<file path="src/rtl/move_pkg.sv">
// Shared types and helpers for the move command generator.
// dir_t / mstate_t enums, priority pick and direction-to-mask helpers.
package move_pkg;

    typedef enum logic [2:0] {
        DIR_NONE,
        DIR_UP,
        DIR_DOWN,
        DIR_LEFT,
        DIR_RIGHT
    } dir_t;

    typedef enum logic [1:0] {
        IDLE,
        HOLD,
        REPEAT
    } mstate_t;

    // deb bit order: [0]=up [1]=down [2]=left [3]=right
    function automatic dir_t prio_pick(logic [3:0] deb);
        dir_t d;
        d = DIR_NONE;
        if (deb[0]) begin
            d = DIR_UP;
        end else if (deb[1]) begin
            d = DIR_DOWN;
        end else if (deb[2]) begin
            d = DIR_LEFT;
        end else if (deb[3]) begin
            d = DIR_RIGHT;
        end
        return d;
    endfunction

    function automatic logic [3:0] dir_mask(dir_t d);
        logic [3:0] m;
        m = 4'b0000;
        case (d)
            DIR_UP:    m = 4'b0001;
            DIR_DOWN:  m = 4'b0010;
            DIR_LEFT:  m = 4'b0100;
            DIR_RIGHT: m = 4'b1000;
            default:   m = 4'b0000;
        endcase
        return m;
    endfunction

endpackage

</file>
<file path="src/rtl/move_cmd_gen_if.sv">
// Button/enable inputs and move pulse outputs of one player's generator.
// master: drives buttons and enable; slave: the generator, drives move_*.
interface move_cmd_gen_if;

    logic btn_up;
    logic btn_down;
    logic btn_left;
    logic btn_right;
    logic enable;
    logic move_up;
    logic move_down;
    logic move_left;
    logic move_right;

    modport master (
        output btn_up,
        output btn_down,
        output btn_left,
        output btn_right,
        output enable,
        input  move_up,
        input  move_down,
        input  move_left,
        input  move_right
    );

    modport slave (
        input  btn_up,
        input  btn_down,
        input  btn_left,
        input  btn_right,
        input  enable,
        output move_up,
        output move_down,
        output move_left,
        output move_right
    );

endinterface

</file>
<file path="src/rtl/button_debounce.sv">
// Two-flop synchroniser plus stability counter for one raw button.
// Ports: clk, rst (async, active-high), raw (async input), deb (debounced level).
module button_debounce #(
    parameter int DB_CYCLES = 16
) (
    input  logic clk,
    input  logic rst,
    input  logic raw,
    output logic deb
);

    localparam int CW = (DB_CYCLES > 1) ? $clog2(DB_CYCLES) : 1;
    localparam logic [CW-1:0] LAST = CW'(DB_CYCLES - 1);

    logic [1:0]    sync_q;
    logic          deb_q;
    logic          deb_d;
    logic [CW-1:0] cnt_q;
    logic [CW-1:0] cnt_d;

    always_ff @(posedge clk or posedge rst) begin
        if (rst) begin
            sync_q <= 2'b00;
            deb_q  <= 1'b0;
            cnt_q  <= '0;
        end else begin
            sync_q <= {sync_q[0], raw};
            deb_q  <= deb_d;
            cnt_q  <= cnt_d;
        end
    end

    // Any cycle where the synced level agrees with deb restarts the count.
    always_comb begin
        deb_d = deb_q;
        cnt_d = '0;
        if (sync_q[1] != deb_q) begin
            if (cnt_q == LAST) begin
                deb_d = ~deb_q;
            end else begin
                cnt_d = cnt_q + 1'b1;
            end
        end
    end

    assign deb = deb_q;

endmodule

</file>
<file path="src/rtl/move_cmd_gen.sv">
// Turns four raw buttons into one-cycle, mutually exclusive move pulses.
// Ports: clk, rst (async, active-high), bus (move_cmd_gen_if.slave).
// Macro AUTO_REPEAT_EN: when defined, a held button repeats after
// REPEAT_DELAY then every REPEAT_RATE cycles; otherwise one pulse per press.
module move_cmd_gen
    import move_pkg::*;
#(
    parameter int DB_CYCLES    = 16,
    parameter int REPEAT_DELAY = 64,
    parameter int REPEAT_RATE  = 16
) (
    input  logic          clk,
    input  logic          rst,
    move_cmd_gen_if.slave bus
);

    // Out-of-range timing parameters keep the generator silent.
    localparam bit CFG_OK = (DB_CYCLES >= 1) &&
                            (REPEAT_DELAY >= 2) &&
                            (REPEAT_RATE >= 1);

    logic [3:0] raw;
    logic [3:0] deb;

    assign raw = {bus.btn_right, bus.btn_left,
                  bus.btn_down, bus.btn_up};

    for (genvar i = 0; i < 4; i++) begin : g_db
        button_debounce #(
            .DB_CYCLES(DB_CYCLES)
        ) u_db (
            .clk(clk),
            .rst(rst),
            .raw(raw[i]),
            .deb(deb[i])
        );
    end

    mstate_t    state_q;
    mstate_t    state_d;
    dir_t       dir_q;
    dir_t       dir_d;
    logic       pulse;
    logic       held;
    logic [3:0] move_q;
    logic [3:0] move_d;

`ifdef AUTO_REPEAT_EN
    localparam int TMAX = (REPEAT_DELAY > REPEAT_RATE) ?
                          REPEAT_DELAY : REPEAT_RATE;
    localparam int TW = $clog2(TMAX);
    localparam logic [TW-1:0] T_DELAY = TW'(REPEAT_DELAY - 1);
    localparam logic [TW-1:0] T_RATE  = TW'(REPEAT_RATE - 1);

    logic [TW-1:0] timer_q;
    logic [TW-1:0] timer_d;
    logic [TW-1:0] timer_inc;

    // Saturating increment: the timer parks at all-ones, never wraps.
    assign timer_inc = (&timer_q) ? timer_q : timer_q + 1'b1;
`endif

    // Only the latched button keeps a hold alive.
    assign held = |(deb & dir_mask(dir_q));

    always_ff @(posedge clk or posedge rst) begin
        if (rst) begin
            state_q <= IDLE;
            dir_q   <= DIR_NONE;
            move_q  <= 4'b0000;
`ifdef AUTO_REPEAT_EN
            timer_q <= '0;
`endif
        end else begin
            state_q <= state_d;
            dir_q   <= dir_d;
            move_q  <= move_d;
`ifdef AUTO_REPEAT_EN
            timer_q <= timer_d;
`endif
        end
    end

    always_comb begin
        state_d = state_q;
        dir_d   = dir_q;
        pulse   = 1'b0;
`ifdef AUTO_REPEAT_EN
        timer_d = timer_q;
`endif
        unique case (state_q)
            IDLE: begin
                dir_d = DIR_NONE;
                if (bus.enable && CFG_OK && (|deb)) begin
                    dir_d   = prio_pick(deb);
                    pulse   = 1'b1;
                    state_d = HOLD;
`ifdef AUTO_REPEAT_EN
                    timer_d = '0;
`endif
                end
            end
            HOLD: begin
                if (!bus.enable || !held) begin
                    state_d = IDLE;
                    dir_d   = DIR_NONE;
`ifdef AUTO_REPEAT_EN
                    timer_d = '0;
                end else if (timer_q == T_DELAY) begin
                    pulse   = 1'b1;
                    timer_d = '0;
                    state_d = REPEAT;
                end else begin
                    timer_d = timer_inc;
`endif
                end
            end
`ifdef AUTO_REPEAT_EN
            REPEAT: begin
                if (!bus.enable || !held) begin
                    state_d = IDLE;
                    dir_d   = DIR_NONE;
                    timer_d = '0;
                end else if (timer_q == T_RATE) begin
                    pulse   = 1'b1;
                    timer_d = '0;
                end else begin
                    timer_d = timer_inc;
                end
            end
`endif
            default: begin
                state_d = IDLE;
                dir_d   = DIR_NONE;
            end
        endcase
    end

    // dir_d carries the direction being pulsed on press and repeat alike.
    always_comb begin
        move_d = 4'b0000;
        if (pulse) begin
            move_d = dir_mask(dir_d);
        end
    end

    assign bus.move_up    = move_q[0];
    assign bus.move_down  = move_q[1];
    assign bus.move_left  = move_q[2];
    assign bus.move_right = move_q[3];

endmodule
</file>
<file path="src/flat_wrapper.sv">
// flat-port wrapper written by rule: the top's interface ports become plain ports
module move_cmd_gen_flat import move_pkg::*;
#(
    parameter int DB_CYCLES    = 16,
    parameter int REPEAT_DELAY = 64,
    parameter int REPEAT_RATE  = 16
)
  (clk, rst, bus_btn_up, bus_btn_down, bus_btn_left, bus_btn_right, bus_enable, bus_move_up, bus_move_down, bus_move_left, bus_move_right);
  move_cmd_gen_if bus_i ();
  input  logic clk;
  input  logic rst;
  input wire logic [$bits(bus_i.btn_up)-1:0] bus_btn_up;
  input wire logic [$bits(bus_i.btn_down)-1:0] bus_btn_down;
  input wire logic [$bits(bus_i.btn_left)-1:0] bus_btn_left;
  input wire logic [$bits(bus_i.btn_right)-1:0] bus_btn_right;
  input wire logic [$bits(bus_i.enable)-1:0] bus_enable;
  output wire logic [$bits(bus_i.move_up)-1:0] bus_move_up;
  output wire logic [$bits(bus_i.move_down)-1:0] bus_move_down;
  output wire logic [$bits(bus_i.move_left)-1:0] bus_move_left;
  output wire logic [$bits(bus_i.move_right)-1:0] bus_move_right;
  assign bus_i.btn_up = bus_btn_up;
  assign bus_i.btn_down = bus_btn_down;
  assign bus_i.btn_left = bus_btn_left;
  assign bus_i.btn_right = bus_btn_right;
  assign bus_i.enable = bus_enable;
  assign bus_move_up = bus_i.move_up;
  assign bus_move_down = bus_i.move_down;
  assign bus_move_left = bus_i.move_left;
  assign bus_move_right = bus_i.move_right;
  move_cmd_gen #(.DB_CYCLES(DB_CYCLES), .REPEAT_DELAY(REPEAT_DELAY), .REPEAT_RATE(REPEAT_RATE)) u_core (.clk(clk), .rst(rst), .bus(bus_i));
endmodule
</file>
<file path="config.mk">
export PLATFORM = sky130hd
export DESIGN_NAME = move_cmd_gen_flat
export DESIGN_NICKNAME = d
export VERILOG_FILES = /design/src/rtl/move_pkg.sv /design/src/rtl/move_cmd_gen_if.sv /design/src/rtl/button_debounce.sv /design/src/rtl/move_cmd_gen.sv /design/src/flat_wrapper.sv
export SDC_FILE = /design/constraint.sdc
export NUM_CORES = 1
export LEC_CHECK = 0
export CAP_MARGIN = 20
export CORE_AREA = 2 2 68 70
export DETAILED_ROUTE_END_ITERATION = 16
export DIE_AREA = 0 0 70 72
export RECOVER_POWER = 50
export SYNTH_ARGS = -nofsm -noshare
export SYNTH_HDL_FRONTEND = slang
export SYNTH_SLANG_ARGS = --single-unit
</file>
<file path="constraint.sdc">
create_clock -name clk -period 2.7 [get_ports clk]
set_input_delay 0.54 -clock clk [delete_from_list [all_inputs] [get_ports clk]]
set_output_delay 0.54 -clock clk [all_outputs]
set_load 0.01 [all_outputs]
</file>
==> flow_metrics.py, run 1 <==
metrics = {
    "grt": {
        "track_usage": 0.112,
        "antenna_found_initial": 0,
        "grt_pass1_wl_um": 4350,
        "grt.overflow.total": 0,
        "grt_pass1_vias": 1053,
        "grt_max_degree": 37,
    },
    "synth": {
        "yosysMostFrequentCell": "dfrtp_1",
        "synth-async-reset-ratio": 1.00,
        "synth_cell_types": 25,
        "ys_seq_area_frac": 0.621,
        "synth_ff_type": "dfrtp_1",
        "synth_top_cell_area_share": 0.621,
        "yosysWarnings": 0,
        "synth_edf_count": 0,
        "syn_nets": 125,
        "yosys-top-cells-area": "dfrtp_1, xnor2_1, ha_1",
        "synth_seq_cells": 36,
        "yosys.area.top_type": "dfrtp_1",
        "synth_common_cells": "dfrtp_1, nor2_1, a21oi_1, xnor2_1",
        "synthCells": 114,
        "syn_area_um2": 1450,
        "synth.avg_cell_area_um2": 12.7,
    },
    "worst_setup_path": {
        "cp.required_ps": 2160,
        "critPathTopFamily": "buffers and inverters",
        "cpMaxStageDelayCell": "clkdlybuf4s50_1",
        "worstPathMaxFanout": 1,
        "critical_path_depth": 1,
        "reg2reg_depth": 3,
        "critPathBufInv": 1,
        "start_kind": "register",
        "cp-startpoint": "u_core.move_q[2]",
        "rr_startpoint": "u_core.g_db[0].u_db.deb",
        "cp.arrival_ps": 1140,
        "cpPeakStageDelay_ps": 530,
        "crit_end": "bus_move_left",
        "crit_type": "register to primary output",
        "reg2reg_setup_slack_ps": 1410,
        "worstPathCellList": "clkdlybuf4s50_1",
        "endpoint_kind": "primary output",
        "r2r_end": "u_core.state_q[0]",
    },
    "placement": {
        "dp_hpwl_um": 1790,
        "port_buffers": 10,
        "dp_cells": 177,
        "dpl-instance-area_um2": 1620,
        "gp_congestion": 0.905,
    },
    "run_status": {
        "status": "complete, no violations",
    },
    "drt": {
        "ant_nets": 0,
        "post_drt_wl_per_cell_um": 13.5,
        "routed_via_density": 5.12,
        "wl_um": 2500,
        "drt-initial-drc-count": 33,
        "drcViolationCount": 0,
        "drtPass1Iterations": 4,
        "dr_total_vias": 948,
    },
    "sta": {
        "max_freq_mhz": 595,
        "slew_headroom": 0.423,
        "setup_violations": 0,
        "final-max-slew-violation-count": 0,
        "fin_skew_ps": 9.31,
        "whs_ps": 348,
        "final.min_clock_period_ps": 1680,
        "fin_setup_tns_ps": 0,
        "final_hold_viol_count": 0,
        "worstMarginPinSlew_ps": 866,
        "rsz0062_at_grt": "false",
        "timing.final.crit_share": 0.622,
    },
    "clocking": {
        "cts_tree": "done",
        "clock_sinks": 36,
        "htreeDepth": 2,
        "clock_path_buffers": 2,
        "clk_pin_slew_worst_paths_ps": 70,
        "clock_latency_ps": 290,
        "root_buffer": "clkbuf_8",
        "ctsHoldBuffers": 0,
        "post_cts_resized": 0,
        "numCtsBuffers": 5,
        "post_cts_buffers": 0,
    },
    "floorplan": {
        "ios": 11,
        "initial_core_util": 0.340,
        "die_h_um": 72,
        "rows": 24,
        "die_w_um": 70,
        "die_area_um2": 5040,
        "core-area_um2": 4260,
    },
    "layout": {
        "area_growth_pct": 18.2,
        "nets": 143,
        "drive_gt1_frac": 0.120,
        "final_area_um2": 1720,
        "antenna_cells": 0,
        "stdcell_count": 185,
    },
    "pwr": {
        "swShare": 0.225,
        "peakVddDrop_v": 0.000307,
        "p_sw_w": 0.000231,
        "pwr-share-clk": 0.381,
        "power_density_nw_per_um2": 598,
        "p_leak_nw": 0.723,
        "intPower_w": 0.000794,
        "sequentialPowerShare": 0.564,
        "combPwrFrac": 0.055,
    },
    "hold_path": {
        "hold_path.class": "register to register",
    },
    "flow_run": {
        "drv_cap": 0,
    },
}
[cells in the final DEF, fill, tap and decap left out, drive strengths merged]
cell,instances
nor3b,4
clkinvlp,1
nand2b,1
nand4b,5
nand4bb,1
clkdlybuf4s50,5
clkbuf,8
ha,4
o21ai,6
nor2,9
inv,5
or3b,1
nand2,2
mux2i,2
mux2,4
o211ai,1
o311a,1
dlygate4sd3,5
a31o,1
o22ai,1
xnor2,8
and3,1
nor4bb,1
nor2b,6
a21oi,8
a311oi,1
a32oi,1
nand3,4
dfrtp,36
[worst min-delay path by stage]
stage	start	slack, ps	cells past startpoint	to
final	u_core.g_db[2].u_db.sync_q[0]	350	0	u_core.g_db[2].u_db.sync_q[1]
after global placement	u_core.g_db[1].u_db.sync_q[0]	330	0	u_core.g_db[1].u_db.sync_q[1]
after global routing	u_core.g_db[1].u_db.sync_q[0]	360	0	u_core.g_db[1].u_db.sync_q[1]
after detailed placement	u_core.g_db[2].u_db.sync_q[0]	340	0	u_core.g_db[2].u_db.sync_q[1]
after floorplan	u_core.g_db[0].u_db.sync_q[0]	330	0	u_core.g_db[0].u_db.sync_q[1]
after CTS	u_core.g_db[2].u_db.sync_q[0]	360	0	u_core.g_db[2].u_db.sync_q[1]
[kinds of logic (layout without fill, tap and decap cells)]
kind of cell / count (synthesis) / in the layout / share of synthesized area
and+or+nand+nor: 35 / 35 / 0.151
AOI/OAI and AO/OA: 20 / 20 / 0.0879
xor gates and xnor gates: 8 / 8 / 0.0483
adders and majority gates: 4 / 4 / 0.0345
muxes: 6 / 6 / 0.0448
buffers and inverters: 5 / 24 / 0.0129
DFF: 36 / 36 / 0.621
[power by group through the flow]
stage / clock [W] / sequential (W) / combinational, W
finish: 0.000390 / 0.000578 / 0.0000568
CTS: 0.000406 / 0.000577 / 0.0000603
floorplan: 0 / 0.000584 / 0.0000396
detailed placement: 0 / 0.000588 / 0.0000599
global route: 0.000438 / 0.000581 / 0.0000658
global placement: 0 / 0.000586 / 0.0000562
[cell type report]
type / instances / area, um^2
Clock buffer: 7 / 86.3
Timing Repair Buffer: 11 / 105
Clock inverter: 1 / 7.51
Inverter: 5 / 18.8
Fill cell: 402 / 2550
Sequential cell: 36 / 901
Multi-Input combinational cell: 73 / 532
Tap cell: 52 / 65.1
[metrics by stage]
| stage | power (W) | util | worst slack [ps] |
|---|---|---|---|
| floorplan | 0.000623 | - | 1360 |
| global placement | 0.000642 | 0.381 | 832 |
| detailed placement | 0.000648 | 0.381 | 778 |
| CTS | 0.00104 | 0.403 | 1000 |
| global route | 0.00108 | 0.402 | 965 |
| finish | 0.00103 | 0.402 | 1020 |
[state kept, by name, summed over array words and instances, names as in the netlist]
register / cells
u_core.g_db.u_db.cnt_q: 16
u_core.dir_q: 3
u_core.g_db.u_db.sync_q: 8
u_core.move_q: 4
u_core.g_db.u_db.deb: 4
u_core.state_q: 1
[per-layer routing]
layer,wire (um),global-route usage,up-vias
met1,962,0.101,467
met2,1330,0.206,31
li1,-,-,440
met3,123,0.0389,10
met5,0,0,-
met4,87,0.0812,0
(Power assumes the default switching activity.)
==> run 2: changes to the inputs <==
- clock period: 2.7 -> 1.8 ns (I/O delays scaled with it)
==> run 2 against run 1 <==
Against the previous run:
- flip-flop and latch count unchanged
- non-clock buffer count up 1
- die area unchanged
- combinational power up 50%
- final cell count up 0.54%
- critical path depth unchanged
- clock power up 45%
==> flow_metrics.py, run 2 (synthesis gave the netlist of run 1 again) <==
metrics = {
    "run_status": {
        "status": "complete, no violations",
    },
    "layout": {
        "layout_commonest_cell": "dfrtp_1",
        "nets": 144,
        "drive_gt1_frac": 0.119,
        "regMostFlops": "u_core.g_db.u_db.cnt_q",
        "area_growth_pct": 18.4,
        "largest_reg_flops": 16,
        "largestRegisters": "u_core.g_db.u_db.cnt_q: 16 flops, u_core.g_db.u_db.sync_q: 8 flops",
        "final_cell_mix": "dfrtp_1, nor2_1, xnor2_1, a21oi_1",
        "antenna_cells": 0,
    },
    "pwr": {
        "peakVddDrop_v": 0.000394,
        "p_leak_nw": 0.729,
        "sequentialPowerShare": 0.571,
        "pwr-share-clk": 0.373,
        "p_sw_w": 0.000325,
        "total_power_w": 0.00152,
        "swShare": 0.214,
        "power_density_nw_per_um2": 884,
        "intPower_w": 0.00119,
        "combPwrFrac": 0.056,
    },
    "clocking": {
        "clock_path_buffers": 2,
        "ctsHoldBuffers": 0,
        "clock_sinks": 36,
        "numCtsBuffers": 5,
        "post_cts_resized": 0,
        "cts_tree": "done",
        "root_buffer": "clkbuf_8",
        "clk_pin_slew_worst_paths_ps": 70,
        "htreeDepth": 2,
        "clock_latency_ps": 280,
        "post_cts_buffers": 0,
    },
    "sta": {
        "slew_headroom": 0.429,
        "final_hold_viol_count": 0,
        "timing.final.crit_share": 0.829,
        "fin_setup_tns_ps": 0,
        "rsz0062_at_grt": "false",
        "final-max-slew-violation-count": 0,
        "worstMarginPinSlew_ps": 856,
        "final.min_clock_period_ps": 1490,
        "fin_skew_ps": 3.23,
        "max_freq_mhz": 670,
        "setup_violations": 0,
    },
    "drt": {
        "routed_via_density": 5.10,
        "wl_um": 2440,
        "ant_nets": 0,
        "drt-initial-drc-count": 39,
        "drcViolationCount": 0,
        "dr_total_vias": 949,
        "post_drt_wl_per_cell_um": 13.1,
        "drtPass1Iterations": 4,
    },
    "worst_setup_path": {
        "endpoint_kind": "primary output",
        "reg2reg_depth": 3,
        "cp.required_ps": 1440,
        "start_kind": "register",
        "cp.arrival_ps": 1130,
        "critical_path_depth": 1,
        "crit_type": "register to primary output",
        "cpPeakStageDelay_ps": 530,
        "cpMaxStageDelayCell": "clkdlybuf4s50_1",
        "critPathBufInv": 1,
        "worstPathMaxFanout": 1,
        "critPathTopFamily": "buffers and inverters",
        "worstPathCellList": "clkdlybuf4s50_1",
    },
    "grt": {
        "grt.overflow.total": 0,
        "antenna_found_initial": 0,
        "track_usage": 0.113,
        "grt_pass1_vias": 1033,
        "grt_max_degree": 37,
        "grt_pass1_wl_um": 4380,
    },
    "placement": {
        "gp_congestion": 0.880,
        "port_buffers": 10,
        "dp_hpwl_um": 1730,
    },
    "floorplan": {
        "core-area_um2": 4260,
        "die_area_um2": 5040,
        "initial_core_util": 0.340,
        "rows": 24,
        "die_w_um": 70,
        "ios": 11,
        "die_h_um": 72,
    },
    "flow_run": {
        "drv_cap": 0,
    },
    "hold_path": {
        "hold_path.class": "register to register",
        "hold_depth": 0,
    },
}
[run 2: power groups by stage]
| stage | Clock, W | Combinational, W | Sequential [W] |
|---|---|---|---|
| after detailed placement | 0 | 0.0000903 | 0.000882 |
| after global placement | 0 | 0.0000860 | 0.000879 |
| after CTS | 0.000594 | 0.0000914 | 0.000867 |
| after floorplan | 0 | 0.0000595 | 0.000875 |
| final | 0.000566 | 0.0000854 | 0.000868 |
| after global routing | 0.000650 | 0.0000991 | 0.000870 |
[run 2: metrics by stage]
| stage | cells | utilization | hold slack (ps) | setup WS [ps] | area, um^2 |
|---|---|---|---|---|---|
| 6_report | 186 | 0.403 | 351 | 307 | 1720 |
| 5_1_grt | 186 | 0.403 | 362 | 245 | 1720 |
| 4_1_cts | 186 | 0.404 | 357 | 279 | 1720 |
| 3_5_place_dp | 178 | 0.383 | 340 | 218 | 1630 |
| 3_3_place_gp | 178 | 0.383 | 333 | 255 | 1630 |
| 2_1_floorplan | 114 | - | 331 | 636 | 1450 |
[run 2: worst paths after layout]
kind	start	to	slack [ps]
worst max-delay path	u_core.move_q[1]	bus_move_down	310
worst min-delay path	u_core.g_db[0].u_db.sync_q[0]	u_core.g_db[0].u_db.sync_q[1]	350
worst max register to register	u_core.g_db[0].u_db.deb	u_core.state_q[0]	550
worst min register to register	u_core.g_db[0].u_db.sync_q[0]	u_core.g_db[0].u_db.sync_q[1]	350
max in group asynchronous	rst	u_core.g_db[2].u_db.cnt_q[3]	490
min in group asynchronous	rst	u_core.g_db[0].u_db.sync_q[0]	780
[run 2: cell type report]
| type | count | area, um^2 |
|---|---|---|
| Clock buffer | 8 | 90.1 |
| Fill cell | 391 | 2540 |
| Inverter | 5 | 18.8 |
| Multi-Input combinational cell | 73 | 532 |
| Sequential cell | 36 | 901 |
| Tap cell | 52 | 65.1 |
| Timing Repair Buffer | 12 | 113 |
[run 2: routing by layer]
metal  GRT usage  vias to the layer above  wire, um
met5           0                        -         0
met4      0.0641                        0        65
met3      0.0500                        8       119
met2       0.203                       20      1280
met1       0.109                      478       977
li1            -                      443         -
